**src/rtl/icon_pkg.sv**
```systemverilog
// icon_pkg: shared definitions for the Rojobot display path.
//   ICON_SIZE         sprite edge length in screen pixels
//   heading_e         bot heading codes HEAD_N..HEAD_NW
//   ICON_*            2-bit icon codes consumed by the colorizer
//   WORLD_*           2-bit world-map pixel codes consumed by the colorizer
//   bot_pose_t        location + heading as held in staging/active registers
//   rotate_src        source (sr,sc) in a base image for output (r,c)
package icon_pkg;

   localparam int unsigned ICON_SIZE = 16;

   typedef enum logic [2:0] {
      HEAD_N  = 3'd0,
      HEAD_NE = 3'd1,
      HEAD_E  = 3'd2,
      HEAD_SE = 3'd3,
      HEAD_S  = 3'd4,
      HEAD_SW = 3'd5,
      HEAD_W  = 3'd6,
      HEAD_NW = 3'd7
   } heading_e;

   localparam logic [1:0] ICON_TRANSPARENT = 2'b00;
   localparam logic [1:0] ICON_C1          = 2'b01;
   localparam logic [1:0] ICON_C2          = 2'b10;
   localparam logic [1:0] ICON_C3          = 2'b11;

   localparam logic [1:0] WORLD_BACKGROUND  = 2'b00;
   localparam logic [1:0] WORLD_LINE        = 2'b01;
   localparam logic [1:0] WORLD_OBSTRUCTION = 2'b10;
   localparam logic [1:0] WORLD_RESERVED    = 2'b11;

   typedef struct packed {
      logic [6:0] x;
      logic [6:0] y;
      heading_e   orient;
   } bot_pose_t;

   // Clockwise quarter turns; returns {sr, sc}.
   function automatic logic [7:0] rotate_src(input logic [1:0] q,
                                             input logic [3:0] r,
                                             input logic [3:0] c);
      logic [7:0] src;
      case (q)
         2'd0:    src = {r, c};
         2'd1:    src = {4'd15 - c, r};
         2'd2:    src = {4'd15 - r, 4'd15 - c};
         default: src = {c, 4'd15 - r};
      endcase
      return src;
   endfunction

endpackage

```
**src/rtl/icon_rom.sv**
```systemverilog
// icon_rom: synchronous-read sprite ROM, 2 images x 16x16 x 2 bits.
//   clock  in   pixel clock
//   rst    in   synchronous active-high reset, clears the output register
//   en     in   1 = pixel is inside the window and video is on
//   addr   in   {base, sr[3:0], sc[3:0]}
//   data   out  registered icon code (transparent when en was 0)
module icon_rom
   import icon_pkg::*;
(
   input  logic       clock,
   input  logic       rst,
   input  logic       en,
   input  logic [8:0] addr,
   output logic [1:0] data
);

   // One 32-bit word per sprite row; column 0 is the leftmost (MS) pixel.
   localparam logic [31:0] IMG [2][16] = '{
      '{ // heading N
         32'h0003_C000, 32'h000F_F000, 32'h003F_FC00, 32'h00FD_7F00,
         32'h03F5_5FC0, 32'h0FD5_57F0, 32'h0015_5E00, 32'h0015_5400,
         32'h0016_9400, 32'h001A_A400, 32'h001A_A400, 32'h0016_9400,
         32'h0D15_5400, 32'h0055_5500, 32'h0154_1540, 32'h0500_0050
      },
      '{ // heading NE
         32'h0000_03FF, 32'h0000_0FFF, 32'h0000_3F7F, 32'h0000_FD7F,
         32'h0003_F57F, 32'h000F_D5F3, 32'h0035_57C3, 32'h00D5_5F03,
         32'h0355_7C00, 32'h0D55_7000, 32'h3559_4000, 32'h15A5_0000,
         32'h1A94_0000, 32'h0550_0000, 32'h0540_0000, 32'h2100_0000
      }
   };

   logic [31:0] row_bits;
   logic [1:0]  data_d, data_q;

   always_comb begin
      row_bits = IMG[addr[8]][addr[7:4]];
      data_d   = ICON_TRANSPARENT;
      if (en) begin
         data_d = row_bits[{~addr[3:0], 1'b0} +: 2];
      end
   end

   always_ff @(posedge clock) begin
      if (rst) begin
         data_q <= '0;
      end else begin
         data_q <= data_d;
      end
   end

   assign data = data_q;

endmodule

```
**src/rtl/bot_icon.sv**
```systemverilog
// bot_icon: 2-bit Rojobot sprite pixel for the colorizer icon input.
//   clock         in   25 MHz pixel clock
//   rst           in   synchronous active-high reset
//   video_on      in   1 = active video area
//   pixel_row     in   current display row
//   pixel_column  in   current display column
//   loc_x, loc_y  in   bot world location (0..127)
//   orient        in   bot heading (0=N .. 7=NW)
//   upd_sysregs   in   one-cycle pulse: loc_x/loc_y/orient valid
//   icon          out  icon code, 2 cycles after pixel_row/pixel_column
module bot_icon
   import icon_pkg::*;
#(
   parameter int unsigned SCALE_SHIFT = 2,
   parameter int unsigned ICON_OFFSET = 6,
   parameter int unsigned COMMIT_ROW  = 480
) (
   input  logic       clock,
   input  logic       rst,
   input  logic       video_on,
   input  logic [9:0] pixel_row,
   input  logic [9:0] pixel_column,
   input  logic [6:0] loc_x,
   input  logic [6:0] loc_y,
   input  logic [2:0] orient,
   input  logic       upd_sysregs,
   output logic [1:0] icon
);

   bot_pose_t  pose_in;
   bot_pose_t  stg_d, stg_q, act_d, act_q;
   logic       pend_d, pend_q;
   logic       commit_slot;

   logic [10:0] org_c, org_r, dc, dr;
   logic [2:0]  act_head;
   logic [7:0]  src;

   logic       in_win_d, in_win_q;
   logic       vid_d, vid_q;
   logic       base_d, base_q;
   logic [3:0] sr_d, sr_q, sc_d, sc_q;

   assign pose_in     = '{x: loc_x, y: loc_y, orient: heading_e'(orient)};
   assign commit_slot = (pixel_row == 10'(COMMIT_ROW)) && (pixel_column == '0);

   // Double-buffered pose: staging takes every update, active only changes
   // in the commit slot so a frame is always drawn from one consistent pose.
   always_comb begin
      stg_d  = stg_q;
      act_d  = act_q;
      pend_d = pend_q;
      if (commit_slot && upd_sysregs) begin
         stg_d  = pose_in;
         act_d  = pose_in;
         pend_d = 1'b0;
      end else if (commit_slot && pend_q) begin
         act_d  = stg_q;
         pend_d = 1'b0;
      end else if (upd_sysregs) begin
         stg_d  = pose_in;
         pend_d = 1'b1;
      end
   end

   // Modular 11-bit arithmetic: a negative offset appears as a large
   // unsigned value, so one unsigned compare covers 0 <= d < 16.
   always_comb begin
      org_c    = ({4'b0000, act_q.x} << SCALE_SHIFT) - 11'(ICON_OFFSET);
      org_r    = ({4'b0000, act_q.y} << SCALE_SHIFT) - 11'(ICON_OFFSET);
      dc       = {1'b0, pixel_column} - org_c;
      dr       = {1'b0, pixel_row} - org_r;
      act_head = act_q.orient;
      src      = rotate_src(act_head[2:1], dr[3:0], dc[3:0]);
      in_win_d = (dc < 11'(ICON_SIZE)) && (dr < 11'(ICON_SIZE));
      vid_d    = video_on;
      base_d   = act_head[0];
      sr_d     = src[7:4];
      sc_d     = src[3:0];
   end

   always_ff @(posedge clock) begin
      if (rst) begin
         stg_q    <= '0;
         act_q    <= '0;
         pend_q   <= 1'b0;
         in_win_q <= 1'b0;
         vid_q    <= 1'b0;
         base_q   <= 1'b0;
         sr_q     <= '0;
         sc_q     <= '0;
      end else begin
         stg_q    <= stg_d;
         act_q    <= act_d;
         pend_q   <= pend_d;
         in_win_q <= in_win_d;
         vid_q    <= vid_d;
         base_q   <= base_d;
         sr_q     <= sr_d;
         sc_q     <= sc_d;
      end
   end

   icon_rom u_rom (
      .clock (clock),
      .rst   (rst),
      .en    (in_win_q & vid_q),
      .addr  ({base_q, sr_q, sc_q}),
      .data  (icon)
   );

endmodule

```
**config.mk**
```make
export PLATFORM = sky130hd
export DESIGN_NAME = bot_icon
export DESIGN_NICKNAME = d
export VERILOG_FILES = /design/src/rtl/icon_pkg.sv /design/src/rtl/icon_rom.sv /design/src/rtl/bot_icon.sv
export SDC_FILE = /design/constraint.sdc
export NUM_CORES = 1
export LEC_CHECK = 0
export CAP_MARGIN = 20
export CORE_ASPECT_RATIO = 0.7
export CORE_MARGIN = 2
export CORE_UTILIZATION = 45
export CTS_CLUSTER_SIZE = 12
export DETAILED_ROUTE_END_ITERATION = 7
export DONT_BUFFER_PORTS = 1
export SETUP_SLACK_MARGIN = 0.1
export SKIP_CTS_REPAIR_TIMING = 1
export SLEW_MARGIN = 20
export SYNTH_ARGS = -nofsm -noshare
export SYNTH_HDL_FRONTEND = slang
export SYNTH_HIERARCHICAL = 1
export SYNTH_SLANG_ARGS = --single-unit
```
**constraint.sdc**
```tcl
create_clock -name clock -period 2.8 [get_ports clock]
set_input_delay 0.56 -clock clock [delete_from_list [all_inputs] [get_ports clock]]
set_output_delay 0.56 -clock clock [all_outputs]
set_load 0.01 [all_outputs]
```
Yosys cells after proc, flatten, opt, wreduce, memory -nomap -nowiden:

Cells that the tools add are included.

* register bits: 48
* input bits: 41
* output and inout bits: 2
* logic and storage cells: 56

* $add $sub $neg: 6
* order comparisons: 4
* equal/unequal tests: 4
* shifts and indexed selects: 1
* multiplexer cells: 12
* bitwise gates (word level): 5
* reduce and logical (&&, ||, !) cells: 11

Operators by type and width (count)
* $mux 512: 2
* $mux 498: 1
* $bmux 32 s4: 1
* $mux 17: 5
* $mux 32: 2
* $shiftx 32x6->2: 1
* $pmux 8 s3: 1
* $lt 11x5->1 const B: 2
* $sub 10x11->11: 2
* $sub 9x3->10 const B: 2
* $eq 10x9->1 const B: 1
* $logic_not 10->1: 1
* $sub 4x4->4 const A: 2
* $ge 5x5->1 const B: 1
* $not 4->5: 1
* $logic_and 1x1->1: 4
* $not 4->4: 1
* $reduce_bool 2->1: 2
* $reduce_or 3->1: 1
* $eq 2x1->1 const B: 1
* $eq 2x2->1 const B: 1
* $ge 2x2->1 const B: 1
* $logic_not 2->1: 1
* $ne 2x2->1 const B: 1
* 5 further kinds: 5

Longest topological paths before layout:

Gate-level depths: netlist of run 1.

* word-level depth: 8
* depth in mapped cells: 13

By module:

The synthesis of run 1 kept the hierarchy.

By module, submodules not included
* bot_icon: times used 1, cells each 329, area an instance 2855.2 um^2
* icon_rom: times used 1, cells each 178, area an instance 1203.7 um^2

Worst setup path before layout of run 1:

No wires, ideal clock.

* kind: reg2reg
* from: register act_q[4] (netlist bit)
* to: register in_win_q
* library setup time: 0.088 ns
* arrival: 2.361 ns
* required time: 2.712 ns
* slack: 0.351 ns
* cell stages (with the launch flop): 12
* buffers on the path: 0
* clock period less this slack: 2.449 ns
* cells stage by stage: dfxtp_1 > nor3_1 > nor3b_1 > xnor2_1 > ha_1 > nand2b_1 > nor2_1 > a221oi_1 > o221ai_1 > nor4_1 > nand4_1 > nor4_2

* word-level cells in the longest chain between the ends: 4

RTL lines
* start, declared: line bot_icon.sv:31 `bot_pose_t stg_d, stg_q, act_d, act_q;`
* start signal, assigned: line bot_icon.sv:94 `act_q <= act_d;`
* $sub 9x3->10: line bot_icon.sv:70 `org_r = ({4'b0000, act_q.y} << SCALE_SHIFT) - 11'(ICON_OFFSET);`
* $sub 10x11->11: line bot_icon.sv:72 `dr = {1'b0, pixel_row} - org_r;`
* $lt 11x5->1: line bot_icon.sv:75 `in_win_d = (dc < 11'(ICON_SIZE)) && (dr < 11'(ICON_SIZE));`
* $logic_and 1x1->1: line bot_icon.sv:75
* end signal, assigned: line bot_icon.sv:96 `in_win_q <= in_win_d;`
* end, declared: line bot_icon.sv:39 `logic in_win_d, in_win_q;`

Every way passes these cells.
A chain may end at the register's enable or synchronous reset.

Worst setup path in the final report of run 1:

Same ends and word-level chain as after synthesis.

==> impl_metrics.ini, run 1 <==
[global_route]
overflow = 0
grt_pass1_vias = 3396
grt_pass1_wl_um = 17790
grt_max_degree = 49
grt_use_total = 0.2226
antenna_found_initial = 0

[worst_setup_path]
critPathRequiredTime_ps = 3000
critPathKind = flip-flop to flip-flop
start_kind = flip-flop
critPathMaxFanout = 5
endpoint_kind = flip-flop
arrival_ps = 2700

[synth]
synth-simple-area-share = 0.2404
synth_edf_count = 0
netlist_top_cells_count = 48 x dfxtp_1, 48 x nor2_1, 42 x a21oi_1, 37 x nand2_1, 27 x ha_1
ys_seq_area_frac = 0.2367
yosys.area_share.adder = 0.09309
synthCells = 507
synth-xor-area-share = 0.04747
synth_top_family_by_area = compound AO/OA/AOI/OAI gates
syn_nets = 577
yosysUniqueCellTypes = 72
ys.flop_type = dfxtp_1
yosys_warnings = 6
synth_area_leader_cell = dfxtp_1
syn_area_um2 = 4059
synth_mux_area_frac = 0.06227
synth_area_leaders = dfxtp_1 24%, ha_1 8.3%, mux2i_1 5.7%
ys_ff_latch = 48
synth_compound_area_frac = 0.2528
synth_top_area_frac = 0.2367
synth-async-reset-ratio = 0
avgSynthCellArea_um2 = 8.006

[routing]
dr.pass1.iters = 5
via_per_inst = 6.075
drt_iter0_drc = 500
via_count = 3785
drc = 0
wirelength_um = 11000
ant_nets = 0
wl_per_cell_um = 17.65

[pwr]
p_leak_nw = 1.671
power.density_nw_per_um2 = 410.8
finalPower_mw = 1.816
max-vdd-ir-drop_mv = 0.2743

[floorplanning]
pin_count = 43
start_util = 0.4710
core_um2 = 8618
die_h_um = 83.46
dieArea_um2 = 9808
placementRows = 28
die_w_um = 117.5

[clock_tree]
clk_latency_ps = 290
root_buffer = clkbuf_16
clock-sinks = 48
clk_pin_slew_ps = 70
htreeDepth = 2
tritoncts = done
cts_buffers = 5
clk_path_buf_depth = 2

[timing]
fin_hold_ws_ps = 342.4
relSlewSlack = 0.3749
finalHoldViolCount = 0
max_clock_freq_ghz = 0.4006
worst_clock_skew_ps = 8.140
setup_viol = 0
fin_crit_ps = 2496
tightest_slew_ps = 931.4
period_share = 0.8914
slew_viol_final = 0
tns_ps = 0
rsz0062_at_grt = no

[placed_design]
dpl.hpwl_um = 8334
gp_congestion = 1.019
dp.cells = 612
numPortBuffers = 0

[hold_path]
hold_path.class = input port to flip-flop

[flow_run]
drv_cap = 0

[finish]
syn2layout_area_growth_pct = 8.940
drive_gt1_frac = 0.1233
instances_no_fill = 623
finalNetCount = 572
diodes = 0

[outcome]
status = complete, no violations
==> report_power, final <==
| part | total (mW) | switching (mW) | internal [mW] |
|---|---|---|---|
| clock network | 0.785 | 0.270 | 0.515 |
| logic | 0.292 | 0.163 | 0.129 |
| registers | 0.740 | 0.0331 | 0.707 |
==> cell usage in the layout (no fill, tap or decap), drive strengths merged, types with 4 or more instances in the layout <==
cell	instances
nor2	49
dfxtp	48
a21oi	43
nand2	37
o21ai	37
ha	27
mux2i	23
inv	23
buf	20
xnor2	17
nor3	15
o221ai	13
nor2b	12
nand3b	11
nand2b	9
a211oi	9
nor4	8
nand3	7
o211ai	7
nor3b	7
a211o	5
a31oi	5
clkbuf	5
xor2	5
nand4	5
a221oi	5
o22ai	4
a21o	4
==> critical path, cell delays in order (launching register included) <==
cell	delay, ps
dfxtp_2	340
inv_1	60
ha_1	170
nand2_1	80
or3_4	370
ha_4	310
o22ai_1	80
nor3_1	170
o21ai_0	100
nor4_1	300
nand4_1	150
nor4_2	280
==> worst paths after layout <==
kind | startpoint | to | slack (ps) | cells after the start
max | act_q[4] | in_win_q | 300 | 11
min | rst | vid_q | 340 | 1
max reg2reg | act_q[4] | in_win_q | 300 | 11
min reg2reg | act_head[0] | act_head[0] | 440 | 2
==> final cells by class <==
| cell class | count | area [um2] |
|---|---|---|
| Inverter | 22 | 82.58 |
| Tap cell | 120 | 150.1 |
| Sequential cell | 48 | 963.4 |
| Clock inverter | 3 | 68.82 |
| Multi-Input combinational cell | 405 | 2882 |
| Fill cell | 848 | 4197 |
| Timing Repair Buffer | 20 | 150.1 |
| Clock buffer | 5 | 125.1 |
==> flip-flops by register name, summed over array words and instances (netlist names) <==
signal and count:
stg_q 17, act_q 14, sc_q 4, sr_q 4
act_head 3, u_rom/data 2, base_q 1, in_win_q 1
pend_q 1, vid_q 1
==> through the flow <==
stage | setup slack, ps | utilization | cell area [um2]
3_5_place_dp | 94.55 | 0.4811 | 4146
2_1_floorplan | 351.4 | - | 4059
4_1_cts | 60.81 | 0.5036 | 4340
5_1_grt | 91.63 | 0.5131 | 4422
6_report | 304.0 | 0.5131 | 4422
3_3_place_gp | 231.9 | 0.4811 | 4146
==> kinds of logic after synthesis <==
family | Yosys count
compound gates | 153
mux | 25
fa+ha+maj | 29
xor+xnor | 22
buf+inv | 54
flops | 48
simple gates | 176
==> metal layers <==
layer  GRT usage  routed length, um
met3     0.05738               1178
met4     0.02848                 38
met1      0.3660               5710
met5           0                  0
met2      0.2844               4070
Note: power is estimated with default switching activity, not from simulation.
==> run 2: changes to the inputs <==
==> constraint.sdc (replaced) <==
create_clock -name clock -period 2.8 [get_ports clock]
set_input_delay 0.56 -clock clock [delete_from_list [all_inputs] [get_ports clock]]
set_output_delay 0.56 -clock clock [all_outputs]
set_load 0.05 [all_outputs]
==> results of run 2 <==
The final DEF is identical to that of run 1. Status: complete, no violations.
==> run 3: changes to the inputs <==
Settings changed: HOLD_SLACK_MARGIN set to 0.06.
==> results of run 3 <==
The final DEF is identical to that of run 1. Status: complete, no violations.
